File: config.mk
export PLATFORM = sky130hd
export DESIGN_NAME = cpu_ctrl
export DESIGN_NICKNAME = d
export VERILOG_FILES = /design/src/rtl/cpu_pkg.sv /design/src/rtl/cpu_ctrl.sv
export SDC_FILE = /design/constraint.sdc
export NUM_CORES = 1
export LEC_CHECK = 0
export CAP_MARGIN = 20
export CELL_PAD_IN_SITES_DETAIL_PLACEMENT = 1
export CELL_PAD_IN_SITES_GLOBAL_PLACEMENT = 2
export CORE_AREA = 8 8 90 68
export DETAILED_ROUTE_END_ITERATION = 10
export DIE_AREA = 0 0 98 76
export PLACE_DENSITY_LB_ADDON = 0.1
export SLEW_MARGIN = 5
export SYNTH_ARGS = -nofsm -noshare
export SYNTH_HDL_FRONTEND = slang
export SYNTH_SLANG_ARGS = --single-unit
File: constraint.sdc
create_clock -name clk -period 1.9 [get_ports clk]
set_input_delay 0.19 -clock clk [delete_from_list [all_inputs] [get_ports clk]]
set_output_delay 0.19 -clock clk [all_outputs]
set_load 0.02 [all_outputs]
File: src/rtl/cpu_pkg.sv
// Shared definitions for the CPU control block: controller states, the
// memory-class opcode and the bit positions of the instruction fields.
package cpu_pkg;

    typedef enum logic [2:0] {
        ST_IDLE   = 3'd0,
        ST_FETCH  = 3'd1,
        ST_DECODE = 3'd2,
        ST_EXEC   = 3'd3,
        ST_MEM    = 3'd4,
        ST_WB     = 3'd5
    } state_t;

    localparam logic [2:0] OP_MEM = 3'b111;

    localparam int OP_MSB = 15;
    localparam int OP_LSB = 13;
    localparam int RS_MSB = 12;
    localparam int RS_LSB = 10;
    localparam int RT_MSB = 9;
    localparam int RT_LSB = 7;
    localparam int RD_MSB = 6;
    localparam int RD_LSB = 4;
    localparam int ST_BIT = 0;

endpackage

File: src/rtl/cpu_ctrl.sv
// Multi-cycle instruction sequencer: fetches a word, decodes it, runs the
// optional data-memory phase and pulses the register-file write enable.
module cpu_ctrl
    import cpu_pkg::*;
#(
    parameter int PC_W    = 8,
    parameter int INSTR_W = 16
) (
    input  logic               clk,
    input  logic               rst,
    input  logic               run,
    output logic [PC_W-1:0]    pc,
    output logic               instr_req,
    input  logic               instr_ack,
    input  logic [INSTR_W-1:0] instr_data,
    output logic [2:0]         alu_op,
    output logic [2:0]         rs_sel,
    output logic [2:0]         rt_sel,
    output logic [2:0]         rd_sel,
    output logic               reg_write,
    output logic               mem_req,
    output logic               mem_we,
    input  logic               mem_ack,
    output logic               busy
);

    state_t               r_state;
    state_t               w_nextState;
    logic [PC_W-1:0]      r_pc;
    logic [INSTR_W-1:0]   r_ir;
    logic                 w_isMem;
    logic                 w_isStore;
    logic                 w_finish;
    logic                 w_unusedIr;

    assign w_isMem    = (r_ir[OP_MSB:OP_LSB] == OP_MEM);
    assign w_isStore  = r_ir[ST_BIT];
    assign w_unusedIr = ^r_ir[RD_LSB-1:ST_BIT+1];

    // Instruction retires either after write-back or when a store is acknowledged.
    assign w_finish = (r_state == ST_WB) ||
                      ((r_state == ST_MEM) && mem_ack && w_isStore);

    always_ff @(posedge clk or posedge rst) begin
        if (rst) begin
            r_state <= ST_IDLE;
        end else begin
            r_state <= w_nextState;
        end
    end

    always_comb begin
        w_nextState = r_state;
        if (w_finish) begin
            w_nextState = run ? ST_FETCH : ST_IDLE;
        end else begin
            case (r_state)
                ST_IDLE:   if (run) w_nextState = ST_FETCH;
                ST_FETCH:  if (instr_ack) w_nextState = ST_DECODE;
                ST_DECODE: w_nextState = ST_EXEC;
                ST_EXEC:   w_nextState = w_isMem ? ST_MEM : ST_WB;
                ST_MEM:    if (mem_ack) w_nextState = ST_WB;
                default:   w_nextState = ST_IDLE;
            endcase
        end
    end

    always_comb begin
        instr_req = 1'b0;
        mem_req   = 1'b0;
        mem_we    = 1'b0;
        reg_write = 1'b0;
        busy      = 1'b1;
        case (r_state)
            ST_IDLE:  busy      = 1'b0;
            ST_FETCH: instr_req = 1'b1;
            ST_MEM: begin
                mem_req = 1'b1;
                mem_we  = w_isStore;
            end
            ST_WB:    reg_write = 1'b1;
            default:  ;
        endcase
    end

    always_ff @(posedge clk or posedge rst) begin
        if (rst) begin
            r_pc <= '0;
        end else if (w_finish) begin
            r_pc <= r_pc + PC_W'(1);
        end
    end

    // The IR only loads on an accepted fetch so the datapath selects stay stable.
    always_ff @(posedge clk or posedge rst) begin
        if (rst) begin
            r_ir <= '0;
        end else if ((r_state == ST_FETCH) && instr_ack) begin
            r_ir <= instr_data;
        end
    end

    assign pc     = r_pc;
    assign alu_op = r_ir[OP_MSB:OP_LSB];
    assign rs_sel = r_ir[RS_MSB:RS_LSB];
    assign rt_sel = r_ir[RT_MSB:RT_LSB];
    assign rd_sel = r_ir[RD_MSB:RD_LSB];

endmodule

==> flow_summary.yaml <==
power:
  p_seq_frac: 0.329
  cellLeakagePower_nw: 0.758
  power_frac_clock: 0.161
  p_sw_uw: 998
  powerDensity_nw_per_um2: 1630
  internal_power_mw: 1.80
  switching_share: 0.357
  power_frac_comb: 0.510
  ir_drop_v: 0.000479
critical_path:
  start_kind: "flip-flop"
  cp.arrival_ps: 1580
  crit_fanout: 8
  path_buf_inv: 1
  cp_slowest_cell: "or3_2"
  cp_cell_sequence: "or3_2 -> dlygate4sd2_1"
  critPathMaxStageDelay_ps: 510
  crit_required_ps: 1710
  cp_top_family: "simple AND/OR/NAND/NOR gates"
  end_kind: "primary output"
  path_class: "flip-flop to primary output"
cts:
  clkSinkCount: 24
  clock_latency_ps: 270
  clock-root-buffer: "clkbuf_8"
  clkSlewWorstSetupHoldPaths_ps: 90
  holdBufCountCts: 0
  cts_made_buffers: 3
  cts_max_level: 1
  cts.path.max_buffers: 2
  cts_tree: "built"
timing:
  slew_headroom: 0.614
  grt_setup_unrepaired: "no"
  period_share: 0.931
  skew_ps: 9.27
  max_freq_mhz: 566
  hold_slack_ps: 272
  min_period_ps: 1770
  drv_slew: 0
  setup-tns-final_ps: 0
  worst-slew-pin-transition_ps: 579
  hold_viol_final: 0
  final-setup-viol-count: 0
place:
  place.detailed.hpwl_um: 2270
  post_dp_cell_area_sq_um: 1650
  place.port_buffers: 42
  place_congestion: 0.676
floorplan:
  initial_utilization: 0.253
  ios: 46
  row_count: 22
  die_area_sq_um: 7450
  die_x_um: 98
  die_h_um: 76
  coreArea_sq_um: 4870
flow_run:
  maxCapViolCount: 0
cells_and_area:
  synthToLayoutAreaGrowth_pct: 39.5
  layout-drive-gt1-share: 0.221
  final_util: 0.353
  finalNetCount: 154
  n_antenna_cell: 0
  fin_area_sq_um: 1720
synth:
  syn-cell-area_sq_um: 1230
  synth_area_leaders: "dfrtp_1, mux2_4, buf_4"
  synth.avg_cell_area_sq_um: 12.6
  yosys_warnings: 0
  ys_ff_latch: 24
  synth_area_leader_cell: "dfrtp_1"
  ys_types: 31
  synth_top_area_frac: 0.487
  synthCells: 98
  synth_common_cells: "dfrtp_1, buf_4, mux2_4"
  synth_edf_count: 0
  synth_nets: 120
  async_flop_share: 1.00
  ys.flop_type: "dfrtp_1"
  yosysSeqAreaShare: 0.487
  yosys.cell_count.top_type: "dfrtp_1"
route:
  routed_via_density: 4.29
  route.detailed.drc: 0
  drt-total-wl_um: 2890
  wl_met1_um: 1400
  detail_route.wl_per_cell_um: 15.2
  wl_met3_um: 178
  ant_nets: 0
  routed.top_layer: "met4"
  dr_wl_met2_um: 1280
  via_count: 819
  drt-initial-drc-count: 24
  drt-pass1-iter-count: 4
grt:
  grt_usage: 0.0787
  antenna_found_initial: 0
  grt_max_degree: 15
  grt_pass1_vias: 909
  grt_pass1_wl_um: 4770
  grt-ovfl-total: 0
run_status:
  status: "finished clean"
worst_hold_path:
  hold_class: "input pin to asynchronous set/reset pin"
[repair_timing]
| item | CTS | global route |
|---|---|---|
| endpoints found under the setup margin | 4 | 1 |
| cloned | 0 | 0 |
| setup buffers | 0 | 0 |
| resized for setup | 4 | 1 |
[power by group through the flow]
stage | logic, mW | registers [mW] | clock network (mW)
after floorplan | 1.08 | 0.906 | 0
after detailed placement | 1.48 | 0.935 | 0
after global routing | 1.54 | 0.965 | 0.481
after global placement | 1.47 | 0.925 | 0
final | 1.43 | 0.921 | 0.450
after CTS | 1.46 | 0.927 | 0.467
[flip-flops by register name, summed over array words and instances (netlist names)]
| register | cells |
|---|---|
| r_state | 3 |
| r_ir | 13 |
| pc | 8 |
[cell type report]
class | instances | area (sq um)
multi-input combinational | 55 | 493
clock buffer | 3 | 41.3
inverter | 2 | 7.51
fill | 539 | 3150
timing repair buffer | 46 | 473
sequential | 24 | 601
clock inverter | 1 | 30.0
tap | 60 | 75.1
[placed cells by master, fill, tap and decap left out, types with 2 or more instances in the layout]
| cell type | instances |
|---|---|
| buf_4 | 2 |
| nand3_1 | 5 |
| mux2_4 | 10 |
| mux2_2 | 5 |
| and2_1 | 3 |
| clkbuf_8 | 3 |
| nand2_1 | 3 |
| xnor2_1 | 6 |
| nor2_1 | 3 |
| buf_12 | 2 |
| dfrtp_1 | 24 |
| inv_1 | 2 |
| clkdlybuf4s50_1 | 37 |
| dlygate4sd2_1 | 4 |
| nand4_1 | 3 |
[through the flow]
step	instances	setup slack, ps	power [mW]
final	191	132	2.80
after detailed placement	187	213	2.41
after floorplan	98	422	1.98
after global placement	187	205	2.39
after CTS	191	4.14	2.86
after global routing	191	69.0	2.99
[path summary, 6_finish.rpt]
kind	end	startpoint	slack [ps]	cells past startpoint
max reg2reg	r_state[0]	r_state[0]	290	4
max in group asynchronous	r_state[1]	rst	1140	3
max	busy	r_state[2]	130	2
min reg2reg	pc[7]	pc[7]	470	1
min in group clk	pc[7]	pc[7]	470	1
min	r_ir[8]	rst	270	2
[layer usage]
metal	GRT usage	vias to the layer above
li1	-	388
met1	0.0978	403
met2	0.121	26
met3	0.0319	2
met4	0.0233	0
met5	0	-
[kinds of logic after synthesis]
kind of cell / Yosys count / share of synthesized area
and+or+nand+nor: 27 / 0.134
adders and majority gates: 1 / 0.0101
buffers and inverters: 19 / 0.114
xor gates and xnor gates: 7 / 0.0497
muxes: 15 / 0.167
AOI/OAI and AO/OA: 5 / 0.0385
DFF: 24 / 0.487
Note: power is estimated with default switching activity, not from simulation.
